==> config.mk <==
export PLATFORM = sky130hd
export DESIGN_NAME = aes_ct_collect
export DESIGN_NICKNAME = d
export VERILOG_FILES = /design/src/rtl/aes_pkg.sv /design/src/rtl/aes_ct_fifo.sv /design/src/rtl/aes_ct_collect.sv
export SDC_FILE = /design/constraint.sdc
export NUM_CORES = 1
export LEC_CHECK = 0
export CAP_MARGIN = 20
export CORE_ASPECT_RATIO = 0.5
export CORE_MARGIN = 2
export CORE_UTILIZATION = 54
export CTS_BUF_LIST = sky130_fd_sc_hd__clkbuf_8
export CTS_CLUSTER_DIAMETER = 200
export CTS_CLUSTER_SIZE = 14
export DETAILED_ROUTE_END_ITERATION = 7
export GPL_TIMING_DRIVEN = 0
export PLACE_DENSITY_LB_ADDON = 0.3
export SYNTH_ARGS = -nofsm -noshare
export SYNTH_HDL_FRONTEND = slang
export SYNTH_SLANG_ARGS = --single-unit
==> constraint.sdc <==
create_clock -name clk -period 6 [get_ports clk]
set_input_delay 0.9 -clock clk [delete_from_list [all_inputs] [get_ports clk]]
set_output_delay 0.9 -clock clk [all_outputs]
set_load 0.02 [all_outputs]
==> src/rtl/aes_pkg.sv <==
// Shared constants, FIFO payload type and credit helper for the AES ciphertext collector.
// The payload carries a tag field only when AES_COLLECT_TAG_EN is defined.
package aes_pkg;

  localparam int unsigned AES_BLOCK_W  = 128;
  localparam int unsigned AES_PIPE_LAT = 11;
  localparam int unsigned AES_TAG_W    = 4;
  localparam int unsigned AES_FIFO_MAX = 16;
  localparam int unsigned AES_CNT_W    = $clog2(AES_FIFO_MAX + 1);
  localparam int unsigned AES_CRED_W   = 8;

  typedef struct packed {
    logic [AES_BLOCK_W-1:0] ct;
`ifdef AES_COLLECT_TAG_EN
    logic [AES_TAG_W-1:0]   tag;
`endif
  } ct_entry_t;

  // True while outstanding blocks plus buffered entries leave room for one more.
  function automatic logic credit_ok(input logic [AES_CRED_W-1:0] inflight,
                                     input logic [AES_CRED_W-1:0] cnt,
                                     input logic [AES_CRED_W-1:0] depth);
    return ({1'b0, inflight} + {1'b0, cnt}) < {1'b0, depth};
  endfunction

endpackage

==> src/rtl/aes_ct_fifo.sv <==
// First-word-fall-through ciphertext FIFO with modulo-DEPTH pointers and a sticky overflow flag.
// Also exposes its next-cycle occupancy so the credit logic can stay fully registered.
module aes_ct_fifo
  import aes_pkg::*;
#(
  parameter int unsigned DEPTH = 4
) (
  input  logic                 clk,
  input  logic                 rst_n,
  input  logic                 wr_en_i,
  input  ct_entry_t            wr_data_i,
  input  logic                 rd_en_i,
  output ct_entry_t            rd_data_o,
  output logic                 valid_o,
  output logic [AES_CNT_W-1:0] cnt_d_o,
  output logic                 ovf_o
);

  localparam int unsigned PTR_W = (DEPTH > 1) ? $clog2(DEPTH) : 1;

  ct_entry_t            mem_q [DEPTH];
  logic [PTR_W-1:0]     wr_ptr_q, wr_ptr_d;
  logic [PTR_W-1:0]     rd_ptr_q, rd_ptr_d;
  logic [AES_CNT_W-1:0] cnt_q, cnt_d;
  logic                 valid_q;
  logic                 ovf_q, ovf_d;
  logic                 full, push, pop;

  // A write into a full FIFO only lands if the head leaves in the same cycle.
  always_comb begin
    full     = (cnt_q == AES_CNT_W'(DEPTH));
    pop      = rd_en_i && valid_q;
    push     = wr_en_i && (!full || pop);
    wr_ptr_d = wr_ptr_q;
    rd_ptr_d = rd_ptr_q;
    if (push) wr_ptr_d = (wr_ptr_q == PTR_W'(DEPTH - 1)) ? '0 : wr_ptr_q + PTR_W'(1);
    if (pop)  rd_ptr_d = (rd_ptr_q == PTR_W'(DEPTH - 1)) ? '0 : rd_ptr_q + PTR_W'(1);
    cnt_d    = cnt_q + AES_CNT_W'(push) - AES_CNT_W'(pop);
    ovf_d    = ovf_q || (wr_en_i && !push);
  end

  always_ff @(posedge clk or negedge rst_n) begin
    if (!rst_n) begin
      wr_ptr_q <= '0;
      rd_ptr_q <= '0;
      cnt_q    <= '0;
      valid_q  <= 1'b0;
      ovf_q    <= 1'b0;
    end else begin
      wr_ptr_q <= wr_ptr_d;
      rd_ptr_q <= rd_ptr_d;
      cnt_q    <= cnt_d;
      valid_q  <= (cnt_d != '0);
      ovf_q    <= ovf_d;
    end
  end

  // Storage is cleared on reset so no stale ciphertext can reappear at the head.
  always_ff @(posedge clk or negedge rst_n) begin
    if (!rst_n) begin
      for (int i = 0; i < int'(DEPTH); i++) mem_q[i] <= '0;
    end else if (push) begin
      mem_q[wr_ptr_q] <= wr_data_i;
    end
  end

  assign rd_data_o = mem_q[rd_ptr_q];
  assign valid_o   = valid_q;
  assign cnt_d_o   = cnt_d;
  assign ovf_o     = ovf_q;

endmodule

==> src/rtl/aes_ct_collect.sv <==
// Collects aes_top ciphertext into a credit-controlled FIFO using a valid delay line.
// Define AES_COLLECT_TAG_EN to add in_tag/ct_tag, carried alongside each block.
module aes_ct_collect
  import aes_pkg::*;
#(
  parameter int unsigned LAT   = AES_PIPE_LAT,
  parameter int unsigned DEPTH = 4
) (
  input  logic                   clk,
  input  logic                   reset,
  input  logic                   in_valid,
  output logic                   in_ready,
  input  logic [AES_BLOCK_W-1:0] cryptokey,
`ifdef AES_COLLECT_TAG_EN
  input  logic [AES_TAG_W-1:0]   in_tag,
  output logic [AES_TAG_W-1:0]   ct_tag,
`endif
  output logic [AES_BLOCK_W-1:0] ct_data,
  output logic                   ct_valid,
  input  logic                   ct_ready,
  output logic                   ovf_err
);

  localparam int unsigned INF_W = $clog2(LAT + 1);

  logic [LAT-1:0]       dl_q, dl_d;
  logic [INF_W-1:0]     inflight_q, inflight_d;
  logic                 in_ready_q, in_ready_d;
  logic                 issue, tail;
  logic [AES_CNT_W-1:0] fifo_cnt_d;
  ct_entry_t            wr_data, rd_data;

  // Issue tracking and credit: in_ready is registered from next-state occupancy.
  always_comb begin
    issue      = in_valid && in_ready_q;
    tail       = dl_q[LAT-1];
    dl_d       = {dl_q[LAT-2:0], issue};
    inflight_d = inflight_q;
    case ({issue, tail})
      2'b10:   inflight_d = inflight_q + INF_W'(1);
      2'b01:   inflight_d = inflight_q - INF_W'(1);
      default: inflight_d = inflight_q;
    endcase
    in_ready_d = credit_ok(AES_CRED_W'(inflight_d), AES_CRED_W'(fifo_cnt_d), AES_CRED_W'(DEPTH));
  end

  always_ff @(posedge clk or negedge reset) begin
    if (!reset) begin
      dl_q       <= '0;
      inflight_q <= '0;
      in_ready_q <= 1'b0;
    end else begin
      dl_q       <= dl_d;
      inflight_q <= inflight_d;
      in_ready_q <= in_ready_d;
    end
  end

`ifdef AES_COLLECT_TAG_EN
  logic [AES_TAG_W-1:0] tag_q [LAT];

  // Tag shift line runs in lockstep with the valid delay line.
  always_ff @(posedge clk or negedge reset) begin
    if (!reset) begin
      for (int i = 0; i < int'(LAT); i++) tag_q[i] <= '0;
    end else begin
      tag_q[0] <= in_tag;
      for (int i = 1; i < int'(LAT); i++) tag_q[i] <= tag_q[i-1];
    end
  end

  assign ct_tag = rd_data.tag;
`endif

  always_comb begin
    wr_data    = '0;
    wr_data.ct = cryptokey;
`ifdef AES_COLLECT_TAG_EN
    wr_data.tag = tag_q[LAT-1];
`endif
  end

  aes_ct_fifo #(
    .DEPTH (DEPTH)
  ) u_fifo (
    .clk       (clk),
    .rst_n     (reset),
    .wr_en_i   (tail),
    .wr_data_i (wr_data),
    .rd_en_i   (ct_ready),
    .rd_data_o (rd_data),
    .valid_o   (ct_valid),
    .cnt_d_o   (fifo_cnt_d),
    .ovf_o     (ovf_err)
  );

  assign in_ready = in_ready_q;
  assign ct_data  = rd_data.ct;

endmodule

* Word level (Yosys, flattened, before mapping) *
Cells that the tools add are included.

cells by class
  $add $sub $neg = 7
  $mul = 0
  divide/modulo/power cells = 0
  order comparisons = 4
  equality and inequality tests = 5
  shift-type cells = 0
  muxes and demuxes = 9
  bitwise gates (word level) = 2
  reduce and logical (&&, ||, !) cells = 10

operator list
  kind                                                                           number
  512-bit bitwise mux                                                            1
  128-bit 2-to-1 mux                                                             3
  128-bit binary-select mux with 2-bit select                                    1
  128-bit demux with 2-bit select                                                1
  4-bit one-hot mux with 2 select lines                                          1
  4-bit by 5-bit adder with 6-bit output                                         1
  2-bit == test (second input constant)                                          3
  3-bit >= comparator (second input constant)                                    2
  6-bit by 3-bit less-than comparator with 1-bit output (second input constant)  1
  2-bit inverter with 3-bit output                                               2
  5-bit by 1-bit adder with 5-bit output                                         1
  5-bit by 3-bit == test with 1-bit output (second input constant)               1
  1-bit logical AND                                                              5
  5-bit nonzero test                                                             1
  5-bit by 1-bit subtractor with 5-bit output                                    1
  2-bit by 1-bit adder with 2-bit output (second input constant)                 2
  4-bit by 1-bit adder with 4-bit output (second input constant)                 1
  2-bit 2-to-1 mux                                                               2
  4-bit by 1-bit subtractor with 4-bit output (second input constant)            1
  3-bit by 1-bit less-than comparator with 1-bit output (second input constant)  1
  2-bit by 1-bit == test with 1-bit output (second input constant)               1
  1-bit zero test                                                                2
  1-bit logical OR                                                               2

word-level totals
  register bits after elaboration = 539
  latch bits = 0
  bits in writable memories = 0
  bits in read-only memories = 0
  bits of input ports = 132
  output and inout port bits = 131
  logic and storage cells = 49
  memories = 0

* Depth between registers and ports, before layout *
  word-level depth = 8
  gate-level depth with buffers = 14
  depth with buffers taken out = 13

* Cells and area by module *
From an unflattened synthesis, not the netlist that was laid out.

second synthesis, totals
  cell total of the unflattened synthesis = 1349
  area total of the unflattened synthesis = 25548.3 um2

by module, submodules not included
  module          times used  cells each  area each (um2)  seq. area each (um2)
  aes_ct_fifo     1           1298        24853.8          13087.6
  aes_ct_collect  1           51          694.4            400.4

* Least setup slack after synthesis *
Ideal clock, no wire load.

  path kind = input to register
  start point = input ct_ready
  end point = register in_ready_q (netlist: in_ready)
  library setup time = 111 ps
  arrival time = 3378 ps
  required time = 5889 ps
  setup slack = 2510 ps
  stages on the path = 11
  buffers on the path = 1
  cell sequence = nand2_1 nand4_1 and2_1 buf_2 ha_1 fa_1 xor2_2 a211o_1 a2111oi_4 mux2i_1 a2111oi_2

between the ends
  longest elaborated chain between the ends = 7

ends and longest elaborated chain
  element                                                line                  RTL
  start: declaration                                     aes_ct_collect.sv:20  input logic ct_ready,
  1-bit logical AND                                      aes_ct_fifo.sv:32     pop = rd_en_i && valid_q;
  1-bit logical OR                                       aes_ct_fifo.sv:33     push = wr_en_i && (!full || pop);
  1-bit logical AND                                      aes_ct_fifo.sv:33
  named net u_fifo.push                                  aes_ct_fifo.sv:27     logic full, push, pop;
  5-bit by 1-bit adder with 5-bit output                 aes_ct_fifo.sv:38     cnt_d = cnt_q + AES_CNT_W'(push) - AES_CNT_W'(pop);
  5-bit by 1-bit subtractor with 5-bit output            aes_ct_fifo.sv:38
  named net fifo_cnt_d[2]                                aes_ct_collect.sv:30  logic [AES_CNT_W-1:0] fifo_cnt_d;
  4-bit by 5-bit adder with 6-bit output                 aes_pkg.sv:23         return ({1'b0, inflight} + {1'b0, cnt}) < {1'b0, depth};
  6-bit by 3-bit less-than comparator with 1-bit output  aes_pkg.sv:23
  named net in_ready_d                                   aes_ct_collect.sv:28  logic in_ready_q, in_ready_d;
  end signal: assignment                                 aes_ct_collect.sv:55  in_ready_q <= in_ready_d;
  end: declaration                                       aes_ct_collect.sv:28

The timed path passes the listed nets, and every way through them passes these cells.
A chain may end at the register's enable or synchronous reset.

* Final worst setup path *
  start point = register u_fifo.rd_ptr_q[0]
  end point = output ct_data[82]

between the ends
  longest elaborated chain between the ends = 4

ends and longest elaborated chain
  element                                                 line                  RTL
  start: declaration                                      aes_ct_fifo.sv:23     logic [PTR_W-1:0] rd_ptr_q, rd_ptr_d;
  start signal: assignment                                aes_ct_fifo.sv:51     rd_ptr_q <= rd_ptr_d;
  2-bit inverter with 3-bit output (not written as such)  aes_ct_fifo.sv:67     assign rd_data_o = mem_q[rd_ptr_q];
  128-bit binary-select mux with 2-bit select             aes_ct_fifo.sv:67
  128-bit 2-to-1 mux (not written as such) (2 in a row)   aes_ct_fifo.sv:67
  end: declaration                                        aes_ct_collect.sv:18  output logic [AES_BLOCK_W-1:0] ct_data,

No other way between the ends. The select of a mux whose other input is x is not followed.

==> flow_metrics.py <==
metrics = {
    "clock_network": {
        "htreeDepth": 2,
        "clk_latency_ps": 590,
        "path_clk_slew_ps": 90,
        "numCtsBuffers": 44,
        "cts_tree": "built",
        "cts_setup_buffers": 0,
        "cts-root-buf": "clkbuf_8",
        "cts_hold_buf": 0,
        "cts.repair.resized": 0,
        "clock_sinks": 539,
        "clk_path_buf_depth": 3,
    },
    "global_routing": {
        "grt_pass1_vias": 15000,
        "antenna_found_initial": 2,
        "track_usage_pct": 24.1,
        "grt_max_degree": 133,
        "grt_pass1_wl_um": 83800,
        "overflow": 0,
    },
    "cells_and_area": {
        "instances_no_fill": 2247,
        "design_area_um2": 27400,
        "nNetsFinal": 1816,
        "mostFrequentLayoutCells": "dfrtp_1, mux2_1, clkdlybuf4s50_1, mux4_2, buf_2",
        "final_common_cell": "dfrtp_1",
        "area_delta_synth_final_pct": 17.6,
        "nFillCells": 2933,
        "drive_gt1_share_pct": 15.4,
    },
    "route": {
        "routedWlPerCell_um": 23.3,
        "routed_wl_um": 52400,
        "drtAntennaViolNets": 0,
        "vias": 12900,
        "drt-initial-drc-count": 578,
        "drt_first_pass_iters": 4,
        "drc": 0,
        "avgViaCountPerCell": 5.74,
    },
    "critical_path": {
        "critical_path_required_ps": 5100,
        "critPathCaptureType": "primary output",
        "cp-start-kind": "flop",
        "crit_type": "flop to primary output",
        "reg2reg_from": "u_fifo.cnt_q[3]$_DFF_PN0_",
        "reg2regPathDepth": 12,
        "critPathMaxFanout": 10,
        "crit_start": "u_fifo.rd_ptr_q[0]$_DFFE_PN0P_",
        "worstPathArrival_ps": 3710,
    },
    "synthesis": {
        "syn-cell-area_um2": 23300,
        "syn-num-nets": 1504,
        "synth-edff-count": 0,
        "yosys_most_used_dff": "dfrtp_1",
        "synth.avg_cell_area_um2": 17.2,
        "ys_types": 33,
        "yosysSeqAreaShare_pct": 58.0,
        "yosys_warnings": 0,
        "postSynthRegisterBits": 539,
        "syn_inst": 1354,
        "async_reset_ff_share_pct": 100,
    },
    "power_and_ir_drop": {
        "pwr-share-clk_pct": 13.3,
        "power_switching_mw": 4.72,
        "combPwrFrac_pct": 43.0,
        "p_int_mw": 8.98,
        "switching_share_pct": 34.5,
        "seq_power_share_pct": 43.7,
        "p_leak_nw": 13.1,
        "power_density_nw_per_um2": 501,
        "peakVddDrop_mv": 0.244,
    },
    "floorplanning": {
        "die_h_um": 151,
        "coreArea_um2": 42200,
        "initial_core_util_pct": 55.1,
        "dieArea_um2": 44900,
        "die-width_um": 298,
        "io_pins": 263,
        "num_rows": 53,
    },
    "min_path": {
        "worst_hold_path_type": "input port to asynchronous set/reset pin",
    },
    "sta": {
        "min_period_over_period_pct": 76.8,
        "tightest_slew_ps": 985,
        "finClkSkew_ps": 17.3,
        "hold_ws_ps": 281,
        "max_freq_ghz": 0.217,
        "tns_ps": 0,
        "rsz0062_at_grt": "no",
        "setup_viol": 0,
        "finalCriticalPeriod_ps": 4610,
        "hold_viol": 0,
        "slew_violations": 0,
        "timing.slew.headroom_pct": 34.3,
    },
    "place": {
        "gp_congestion": 0.770,
        "dp_cells": 2197,
        "placed_area_um2": 26700,
        "numPortBuffers": 262,
        "dp_hpwl_um": 36600,
    },
    "flow_run": {
        "drv_cap": 0,
    },
    "outcome": {
        "status": "completed",
    },
}
layout make-up:
type | instances | area (µm²) | share of cell area, %
clock buffer | 45 | 619 | 2.26
timing repair buffer | 266 | 2740 | 10.0
tap | 577 | 722 | 2.64
inverter | 16 | 60.1 | 0.219
clock inverter | 1 | 8.76 | 0.0320
multi-input combinational | 713 | 9310 | 34.0
sequential | 539 | 13500 | 49.3
antenna | 4 | 10.0 | 0.0366
buffer | 86 | 410 | 1.50
stage by stage:
step / power, mW / utilization, % / setup WS [ps]
2_1_floorplan: 9.58 / - / 2510
3_3_place_gp: 11.6 / 63.0 / -17260
3_5_place_dp: 12.0 / 63.3 / 1690
4_1_cts: 13.9 / 64.7 / 1300
5_1_grt: 14.5 / 64.8 / 1210
6_report: 13.7 / 64.8 / 1390
cell usage after synthesis (2+ instances only):
cell type | instances | area, µm²
a211o_1 | 2 | 17.5
a21o_1 | 4 | 30.0
a21oi_1 | 5 | 25.0
and2_1 | 2 | 12.5
buf_1 | 4 | 15.0
buf_2 | 70 | 350
clkbuf_1 | 12 | 45.0
dfrtp_1 | 539 | 13500
fa_1 | 2 | 40.0
ha_1 | 16 | 200
inv_1 | 16 | 60.1
mux2_1 | 512 | 5770
mux2i_1 | 2 | 20.0
mux4_2 | 128 | 2880
nand2_1 | 11 | 41.3
nor2_1 | 4 | 15.0
nor3_1 | 2 | 10.0
o21ai_0 | 3 | 15.0
xnor2_1 | 5 | 43.8
xor2_1 | 2 | 17.5
sequential cells by signal, summed over array words and instances, names as in the netlist:
signal	cells
dl_q	11
in_ready	1
inflight_q	4
u_fifo.cnt_q	5
u_fifo.mem_q	512
u_fifo.ovf_o	1
u_fifo.rd_ptr_q	2
u_fifo.valid_o	1
u_fifo.wr_ptr_q	2
final timing paths:
path	endpoint	slack [ps]
max	ct_data[82]	1390
min	u_fifo.mem_q[493]$_DFFE_PN0P_	280
max reg2reg	in_ready$_DFF_PN0_	2600
min reg2reg	dl_q[2]$_DFF_PN0_	350
max in group asynchronous	u_fifo.mem_q[451]$_DFFE_PN0P_	3790
min in group clk	dl_q[2]$_DFF_PN0_	350
power groups by stage:
stage / logic (mW) / registers (mW) / clock network, mW
2_1_floorplan: 3.85 / 5.73 / 0
3_3_place_gp: 5.73 / 5.89 / 0
3_5_place_dp: 5.97 / 6.07 / 0
4_1_cts: 6.00 / 5.99 / 1.87
5_1_grt: 6.30 / 6.17 / 2.03
6_report: 5.89 / 5.99 / 1.82
metal layers:
| metal | global-route usage [%] | part of all wire (%) | wire length [µm] | vias up |
|---|---|---|---|---|
| met5 | 0 | 0 | 0 | - |
| met3 | 3.30 | 3.0 | 1590 | 72 |
| li1 | - | - | - | 5605 |
| met2 | 44.5 | 54 | 28400 | 222 |
| met1 | 29.9 | 40 | 21200 | 7003 |
| met4 | 7.42 | 2.4 | 1240 | 0 |
critical path, cell delays in order, from the launching register on:
cell,delay [ps]
dfrtp_1,370
clkbuf_1,290
clkbuf_1,760
buf_2,500
mux4_2,560
clkdlybuf4s50_1,610
cell families after synthesis:
family | after synthesis | synth area share (%)
AO/OA/AOI/OAI | 20 | 0.807
XOR/XNOR | 9 | 0.403
adder cells (fa/ha/maj) | 18 | 1.03
buffers and inverters | 102 | 2.02
flip-flops | 539 | 58.0
multiplexers | 643 | 37.3
AND/OR/NAND/NOR | 23 | 0.446
No activity file was read; power rests on OpenSTA's default activity.
